<file path="src/rtl/avgp_3x3_window_gen.sv">
// 3x3 sliding-window generator for the average-pool core: turns a raster pixel
// stream into nine parallel window pixels with a one-cycle valid strobe.
module avgp_3x3_window_gen #(
  parameter int DATA_WIDTH   = 32,
  parameter int IMAGE_WIDTH  = 33,
  parameter int IMAGE_HEIGHT = 33
) (
  input  logic                  clk,
  input  logic                  reset,
  input  logic                  valid_in,
  input  logic [DATA_WIDTH-1:0] pixel_in,
  output logic [DATA_WIDTH-1:0] pxl_out_00,
  output logic [DATA_WIDTH-1:0] pxl_out_01,
  output logic [DATA_WIDTH-1:0] pxl_out_02,
  output logic [DATA_WIDTH-1:0] pxl_out_03,
  output logic [DATA_WIDTH-1:0] pxl_out_04,
  output logic [DATA_WIDTH-1:0] pxl_out_05,
  output logic [DATA_WIDTH-1:0] pxl_out_06,
  output logic [DATA_WIDTH-1:0] pxl_out_07,
  output logic [DATA_WIDTH-1:0] pxl_out_08,
  output logic                  valid_out,
  output logic                  frame_done
);

  localparam int CW = (IMAGE_WIDTH  > 1) ? $clog2(IMAGE_WIDTH)  : 1;
  localparam int RW = (IMAGE_HEIGHT > 1) ? $clog2(IMAGE_HEIGHT) : 1;
  localparam logic [CW-1:0] COL_LAST = CW'(IMAGE_WIDTH - 1);
  localparam logic [RW-1:0] ROW_LAST = RW'(IMAGE_HEIGHT - 1);
  localparam logic [CW-1:0] COL_TWO  = CW'(2);
  localparam logic [RW-1:0] ROW_TWO  = RW'(2);

  logic [CW-1:0]         col_cnt;
  logic [RW-1:0]         row_cnt;
  logic [DATA_WIDTH-1:0] line1 [IMAGE_WIDTH];
  logic [DATA_WIDTH-1:0] line2 [IMAGE_WIDTH];
  logic [DATA_WIDTH-1:0] win_p0  [9];
  logic [DATA_WIDTH-1:0] win_nxt [9];
  logic [DATA_WIDTH-1:0] pxl_p1  [9];
  logic                  accept_p0;
  logic                  emit_p0;
  logic                  last_p0;

  // Stage p0: pixel acceptance; reset takes priority over a valid pixel
  assign accept_p0 = valid_in & ~reset;
  assign emit_p0   = accept_p0 && (row_cnt >= ROW_TWO) && (col_cnt >= COL_TWO);
  assign last_p0   = (row_cnt == ROW_LAST) && (col_cnt == COL_LAST);

  // Window after this pixel: shift left, new right column from the delay lines
  always_comb begin
    win_nxt[0] = win_p0[1];
    win_nxt[1] = win_p0[2];
    win_nxt[2] = line2[IMAGE_WIDTH-1];
    win_nxt[3] = win_p0[4];
    win_nxt[4] = win_p0[5];
    win_nxt[5] = line1[IMAGE_WIDTH-1];
    win_nxt[6] = win_p0[7];
    win_nxt[7] = win_p0[8];
    win_nxt[8] = pixel_in;
  end

  always_ff @(posedge clk) begin
    if (accept_p0) begin
      line1[0] <= pixel_in;
      line2[0] <= line1[IMAGE_WIDTH-1];
      for (int i = 1; i < IMAGE_WIDTH; i++) begin
        line1[i] <= line1[i-1];
        line2[i] <= line2[i-1];
      end
      for (int k = 0; k < 9; k++) win_p0[k] <= win_nxt[k];
    end
  end

  // Stage p1: registered window outputs and strobes
  always_ff @(posedge clk) begin
    if (reset) begin
      col_cnt    <= '0;
      row_cnt    <= '0;
      valid_out  <= 1'b0;
      frame_done <= 1'b0;
      for (int k = 0; k < 9; k++) pxl_p1[k] <= '0;
    end else begin
      valid_out  <= emit_p0;
      frame_done <= emit_p0 && last_p0;
      if (emit_p0) begin
        for (int k = 0; k < 9; k++) pxl_p1[k] <= win_nxt[k];
      end
      if (accept_p0) begin
        if (col_cnt == COL_LAST) begin
          col_cnt <= '0;
          row_cnt <= (row_cnt == ROW_LAST) ? '0 : row_cnt + RW'(1);
        end else begin
          col_cnt <= col_cnt + CW'(1);
        end
      end
    end
  end

  assign pxl_out_00 = pxl_p1[0];
  assign pxl_out_01 = pxl_p1[1];
  assign pxl_out_02 = pxl_p1[2];
  assign pxl_out_03 = pxl_p1[3];
  assign pxl_out_04 = pxl_p1[4];
  assign pxl_out_05 = pxl_p1[5];
  assign pxl_out_06 = pxl_p1[6];
  assign pxl_out_07 = pxl_p1[7];
  assign pxl_out_08 = pxl_p1[8];

endmodule

</file>
<file path="config.mk">
export PLATFORM = sky130hd
export DESIGN_NAME = avgp_3x3_window_gen
export DESIGN_NICKNAME = d
export VERILOG_FILES = /design/src/rtl/avgp_3x3_window_gen.sv
export SDC_FILE = /design/constraint.sdc
export NUM_CORES = 1
export LEC_CHECK = 0
export ABC_CLOCK_PERIOD_IN_PS = 83800
export CORE_MARGIN = 2
export CORE_UTILIZATION = 50
export CTS_BUF_LIST = sky130_fd_sc_hd__clkbuf_8 sky130_fd_sc_hd__clkbuf_16
export DETAILED_ROUTE_END_ITERATION = 8
export GPL_ROUTABILITY_DRIVEN = 0
export PLACE_DENSITY = 0.76
export SYNTH_ARGS = -nofsm -noshare
export SYNTH_HDL_FRONTEND = slang
export SYNTH_SLANG_ARGS = --single-unit
</file>
<file path="constraint.sdc">
create_clock -name clk -period 83.8 [get_ports clk]
set_input_delay 20.95 -clock clk [delete_from_list [all_inputs] [get_ports clk]]
set_output_delay 20.95 -clock clk [all_outputs]
set_load 0.005 [all_outputs]
</file>
==> key figures, run 1 <==
Layout
  • P&R area growth vs syn: 17.1%
  • Fin cells: 5,627
  • Nets: 3,447
  • Design Area, Final: 90,100 um2
  • Ratio of cells with drive above 1 in the final layout: 0.0987

CTS
  • CTS Sinks: 2,478
  • CTS tree: built
  • Max clock buf depth: 3
  • Clock-pin transition on the worst setup and hold timing paths: 0.06 ns
  • Post-CTS Hold Fix Bufs: 0
  • Post-CTS Resized: 0
  • # H-tree levels: 4
  • CTS Buf Count: 226
  • Latest clock arrival within the worst-skew pair: 0.83 ns
  • Setup bufs post-CTS: 0
  • CTS Root Cell: clkbuf_16

Drt
  • Routed WL: 94.7 mm
  • DR DRC count: 0
  • Detailed Route Iter0 Violations: 2,386
  • Vias per cell: 4.75
  • Via count: 26,741
  • DRT Pass-1 Iters: 5
  • WL per Instance: 16.8 um
  • Post-route ant nets: 0

Timing
  • Final setup TNS: 0 ns
  • Least-Margin Pin Slew: 1.20 ns
  • Final Hold Viols: 0
  • Fmax: 0.0396 GHz
  • Setup Viol. Count Final: 0
  • Final worst-path cycle share: 0.302
  • Final WS setup: 58.53 ns
  • Period minus WS final: 25.27 ns
  • Slew headroom: 0.203
  • RSZ-0062 raised after global routing: no
  • Clock skew: 0.0469 ns
  • Max Slew Vio Count: 0

Worst setup path
  • Worst Path Arrival: 25.71 ns
  • Worst EP required: 84.24 ns
  • Cell count of the worst reg-to-reg path: 7
  • Crit path capture type: flip-flop
  • Reg-to-reg slack, setup: 79.61 ns
  • Critical R2R Launch: col_cnt[1]
  • CP max FO: 216
  • Worst setup SP type: input pin
  • Reg2reg end: pxl_p1[0][80]
  • Type of the worst setup path: in -> reg

Yosys
  • Top cells by area, synth: edfxtp_1 96%, and2_1 2.3%, buf_6 0.47%
  • Yosys top cell by area: edfxtp_1
  • Cells after synthesis: 2,864
  • Post-synth top area share: 0.962
  • Synth cell types: 27
  • Syn Nets: 2,905
  • Synth cell count leaders: 2,464 x edfxtp_1, 288 x and2_1, 32 x buf_6
  • Most frequent cell after synthesis: edfxtp_1
  • Avg Inst Size Synth: 26.8 um2
  • FF+latch count, synth: 2,478
  • Seq/Total Area, Yosys: 0.966
  • EDFF count, synth: 2,464
  • Top_reg_cell synth: edfxtp_1
  • Synth warn: 0
  • Mapped Area: 76,900 um2
  • FFs w/ async S/R, synth: 0

Power and ir drop
  • Final Power: 2.48 mW
  • Maximum VDD drop: 18.1 uV
  • Cell Pwr Density: 27.5 nW/um2
  • Total leakage power: 29.7 nW

Global routing
  • GRT overflow: 0
  • Vias in the first global route: 26,643
  • Largest net degree at the start of global routing: 218
  • Global Route Usage Sum: 0.120
  • First-pass GRT wire length: 147 mm
  • Initial antenna violation count: 1

Die
  • Die span in x: 396 um
  • Chip height: 396 um
  • Area of the die: 157,000 um2
  • FP Rows: 143
  • Core area: 152,000 um2
  • Top-level I/O count: 325
  • Starting Density: 0.505

Worst hold path
  • HP Start: line2[22][24]
  • Hold EP: line2[23][24]
  • Worst min path class: reg -> reg
  • Hold-critical path depth: 0

Placement
  • Worst slack, placed: 57.75 ns
  • Placed insts: 5,208
  • Area after DPL: 82,600 um2
  • Detailed Place HPWL: 44.4 mm
  • PortBufs: 324

Flow run
  • Number of max-cap violations: 0

Status
  • Status: complete, no violations
area by class of cell:
type                    count  area [um2]
diodes                      1        2.50
clock buffers             226        5660
clock inverters           192        1850
fillers                 10311       62200
inverters                   4        15.0
multi-input cells         348        2230
flip-flops and latches   2478       74300
well taps                2030        2540
repair buffers            348        3500
routing by layer:
layer,share of wire,track usage,up-vias
li1,-,-,12428
met1,0.45,0.166,13427
met2,0.45,0.173,685
met3,0.082,0.0471,201
met4,0.025,0.0443,0
met5,0,0,-
worst max path at each step:
stage                     slack, ns            end     start
after floorplan               42.26   pxl_p1[0][0]  valid_in
after global placement        57.95   line2[1][16]  valid_in
after detailed placement      57.75  win_p0[1][15]  valid_in
after CTS                     58.65   line2[24][8]  valid_in
after global routing          58.28   line2[25][8]  valid_in
final                         58.53  line2[30][22]  valid_in
cell families after synthesis:
kind of cell    after synthesis  share of synthesized area
flops                      2478                      0.966
simple gates                327                     0.0263
buf+inv                      38                    0.00505
xor+xnor                      9                    0.00103
fa+ha+maj                     6                   0.000977
compound gates                5                   0.000407
mux                           1                   0.000130
per-stage QoR:
stage | utilization | hold slack (ns)
5_1_grt | 0.591 | 0.388
4_1_cts | 0.591 | 0.383
3_5_place_dp | 0.542 | 0.405
3_3_place_gp | 0.542 | 0.400
2_1_floorplan | - | 0.400
6_report | 0.591 | 0.384
placed cells by master (no fill, tap or decap), types with 5 or more instances in the layout:
master / count
clkdlybuf4s50_1: 324
edfxtp_1: 2464
and2_1: 288
inv_1: 47
nand3_1: 5
buf_4: 18
xor2_1: 7
clkbuf_16: 226
nor2_1: 10
buf_12: 6
clkinv_8: 5
ha_1: 6
clkinvlp_4: 14
clkinv_1: 49
clkinv_2: 33
dfxtp_1: 14
inv_6: 6
nand2_1: 5
clkinv_4: 5
and3_1: 6
bufinv_16: 28
sequential cells by signal (all words and copies together) (netlist names):
register,flops
valid_out,1
row_cnt,6
win_p0,64
line1,1056
pxl_p1,288
frame_done,1
col_cnt,6
line2,1056
report_power, final:
part / switching [mW] / internal (mW) / leakage [nW]
Sequential: 0.0131 / 1.41 / 23.5
Clock: 0.433 / 0.580 / 3.79
Combinational: 0.0260 / 0.0107 / 2.44
worst max-delay path, cell delays in order:
cell             delay, ns
clkdlybuf4s50_1       0.59
nor2b_4               0.52
buf_12                0.77
buf_4                 0.95
buf_4                 0.80
buf_4                 0.75
Power figures use the tool's default switching activity.
==> run 2: changes to the inputs <==
--- a/config.mk
+++ b/config.mk
@@ -5,7 +5,7 @@
 export SDC_FILE = /design/constraint.sdc
 export NUM_CORES = 1
 export LEC_CHECK = 0
-export ABC_CLOCK_PERIOD_IN_PS = 83800
+export ABC_CLOCK_PERIOD_IN_PS = 24400
 export CORE_MARGIN = 2
 export CORE_UTILIZATION = 50
 export CTS_BUF_LIST = sky130_fd_sc_hd__clkbuf_8 sky130_fd_sc_hd__clkbuf_16
==> constraint.sdc (replaced) <==
create_clock -name clk -period 24.4 [get_ports clk]
set_input_delay 6.1 -clock clk [delete_from_list [all_inputs] [get_ports clk]]
set_output_delay 6.1 -clock clk [all_outputs]
set_load 0.005 [all_outputs]
==> run 2 against run 1 <==
  * Clock power increased to 3.4 times the previous value
  * Worst hold slack improved by 0.014 ns
  * Die area is the same
  * Core utilization shrank 0.10 points
  * Sequential power grew to 3.4 times the previous value
  * Global-route usage is 0.070 points lower
  * First-iteration DRC count fell by 9.0%
==> key figures, run 2 (same netlist as run 1, synthesis figures left out) <==
Status
  • Status: complete, no violations (unchanged)

Die
  • Starting Density: 0.505 (unchanged)
  • Core area: 152,000 um2 (unchanged)
  • FP Rows: 143 (unchanged)
  • Die span in x: 396 um (unchanged)
  • Area of the die: 157,000 um2 (unchanged)
  • Chip height: 396 um (unchanged)
  • Top-level I/O count: 325 (unchanged)

Global routing
  • GRT overflow: 0 (unchanged)
  • Initial antenna violation count: 2 (was 1)
  • Global Route Usage Sum: 0.119 (was 0.120)
  • Largest net degree at the start of global routing: 208 (was 218)
  • First-pass GRT wire length: 146 mm (was 147 mm)
  • Vias in the first global route: 26,534 (was 26,643)

Flow run
  • Number of max-cap violations: 0 (unchanged)

Drt
  • DRT Pass-1 Iters: 5 (unchanged)
  • Post-route ant nets: 0 (unchanged)
  • Routed WL: 94.3 mm (was 94.7 mm)
  • Vias per cell: 4.75 (about the same)
  • Detailed Route Iter0 Violations: 2,172 (was 2,386)
  • WL per Instance: 16.8 um (about the same)
  • Via count: 26,723 (was 26,741)
  • DR DRC count: 0 (unchanged)

Placement
  • Area after DPL: 82,600 um2 (about the same)
  • PortBufs: 324 (unchanged)
  • Detailed Place HPWL: 45.1 mm (was 44.4 mm)
  • Worst slack, placed: 12.65 ns (was 57.75 ns)
  • Placed insts: 5,208 (unchanged)

CTS
  • Max clock buf depth: 3 (unchanged)
  • # H-tree levels: 4 (unchanged)
  • Latest clock arrival within the worst-skew pair: 0.81 ns (was 0.83 ns)
  • Post-CTS Hold Fix Bufs: 0 (unchanged)
  • Clock-pin transition on the worst setup and hold timing paths: 0.06 ns (about the same)
  • Post-CTS Resized: 0 (unchanged)
  • CTS Buf Count: 224 (was 226)
  • CTS tree: built (unchanged)
  • Setup bufs post-CTS: 0 (unchanged)
  • CTS Root Cell: clkbuf_16 (unchanged)
  • CTS Sinks: 2,478 (unchanged)

Layout
  • Design Area, Final: 89,900 um2 (was 90,100 um2)
  • Post-layout util: 0.590 (was 0.591)
  • Multi-input gate area: 2230 um2 (unchanged)
  • Fillers: 10,373 (was 10,311)
  • Ratio of cells with drive above 1 in the final layout: 0.0966 (was 0.0987)
  • Register area: 74,300 um2 (unchanged)
  • Nets: 3,445 (was 3,447)
  • Most frequent cells in the layout: 2,464 x edfxtp_1, 324 x clkdlybuf4s50_1, 288 x and2_1 (unchanged)
  • Fin cells: 5,622 (was 5,627)
  • Largest regs: line1: 1056 flops, line2: 1056 flops, pxl_p1: 288 flops (unchanged)
  • Commonest non-fill, non-tap cell in the layout: edfxtp_1 (unchanged)
  • P&R area growth vs syn: 16.9% (was 17.1%)

Power and ir drop
  • Cell Pwr Density: 93.7 nW/um2 (was 27.5 nW/um2)
  • Int Pwr: 6.83 mW (was 2.00 mW)
  • Switch share: 0.189 (was 0.191)
  • Clock share of power: 0.404 (was 0.409)
  • Final Power: 8.42 mW (was 2.48 mW)
  • Maximum VDD drop: 64.7 uV (was 18.1 uV)
  • Switching power: 1.59 mW (was 0.472 mW)
  • Combinational share of power: 0.015 (about the same)
  • Seq pwr share: 0.581 (was 0.576)
  • Total leakage power: 29.7 nW (about the same)

Timing
  • Least-Margin Pin Slew: 1.14 ns (was 1.20 ns)
  • Final setup TNS: 0 ns (unchanged)
  • Slew headroom: 0.238 (was 0.203)
  • Final Hold Viols: 0 (unchanged)
  • Final WS setup: 13.51 ns (was 58.53 ns)
  • Clock skew: 0.0304 ns (was 0.0469 ns)
  • Period minus WS final: 10.89 ns
  • Final worst-path cycle share: 0.446
  • RSZ-0062 raised after global routing: no (unchanged)
  • Fmax: 0.0918 GHz
  • WHS: 0.398 ns (was 0.384 ns)
  • Max Slew Vio Count: 0 (unchanged)
  • Setup Viol. Count Final: 0 (unchanged)

Worst setup path
  • Worst Path Arrival: 11.31 ns (was 25.71 ns)
  • Crit path capture type: flip-flop (unchanged)
  • Worst setup SP type: input pin (unchanged)
  • Reg-to-reg slack, setup: 19.92 ns (was 79.61 ns)
  • Type of the worst setup path: in -> reg (unchanged)
  • CP max FO: 159 (was 216)
  • Worst EP required: 24.82 ns (was 84.24 ns)

Worst hold path
  • Worst min path class: reg -> reg (unchanged)
run 2: cell count changes in the layout (fill, tap and decap cells not counted), sizes merged:
cell	change
clkinv	+9
inv	-7
clkinvlp	-4
bufinv	-4
clkbuf	+1
run 2: area by class of cell:
class / instances / area share
Sequential cell: 2478 / 0.826
Timing Repair Buffer: 348 / 0.0391
Clock buffer: 227 / 0.0632
Clock inverter: 186 / 0.0183
Antenna cell: 1 / 0.0000278
Multi-Input combinational cell: 348 / 0.0248
Tap cell: 2030 / 0.0283
Inverter: 4 / 0.000167
run 2: worst max-delay path: stages:
cell and delay (ns):
clkdlybuf4s50_1 0.62, nor2b_4 0.24, buf_12 0.50, buf_4 0.82, buf_4 0.78, buf_4 0.91
buf_4 0.94
run 2: worst paths after layout:
check | from | endpoint | cells past startpoint
setup / recovery | valid_in | line1[0][1043] | 7
hold / removal | line2[8][20] | line2[9][20] | 0
setup reg to reg | row_cnt[0] | pxl_p1[0][93] | 8
hold reg to reg | line2[8][20] | line2[9][20] | 0
run 2: per-layer routing:
layer / global-route usage / share of wire / up-vias
li1: - / - / 12422
met1: 0.167 / 0.45 / 13489
met5: 0 / 0 / -
met3: 0.0456 / 0.078 / 171
met2: 0.173 / 0.45 / 641
met4: 0.0405 / 0.021 / 0
run 2: power groups by stage:
stage               Combinational (mW)  Clock, mW  Sequential, mW
global route                     0.140       3.67            4.91
finish                           0.126       3.40            4.90
detailed placement               0.130          0            4.98
CTS                              0.130       3.52            4.90
floorplan                       0.0575          0            5.04
global placement                 0.126          0            4.98
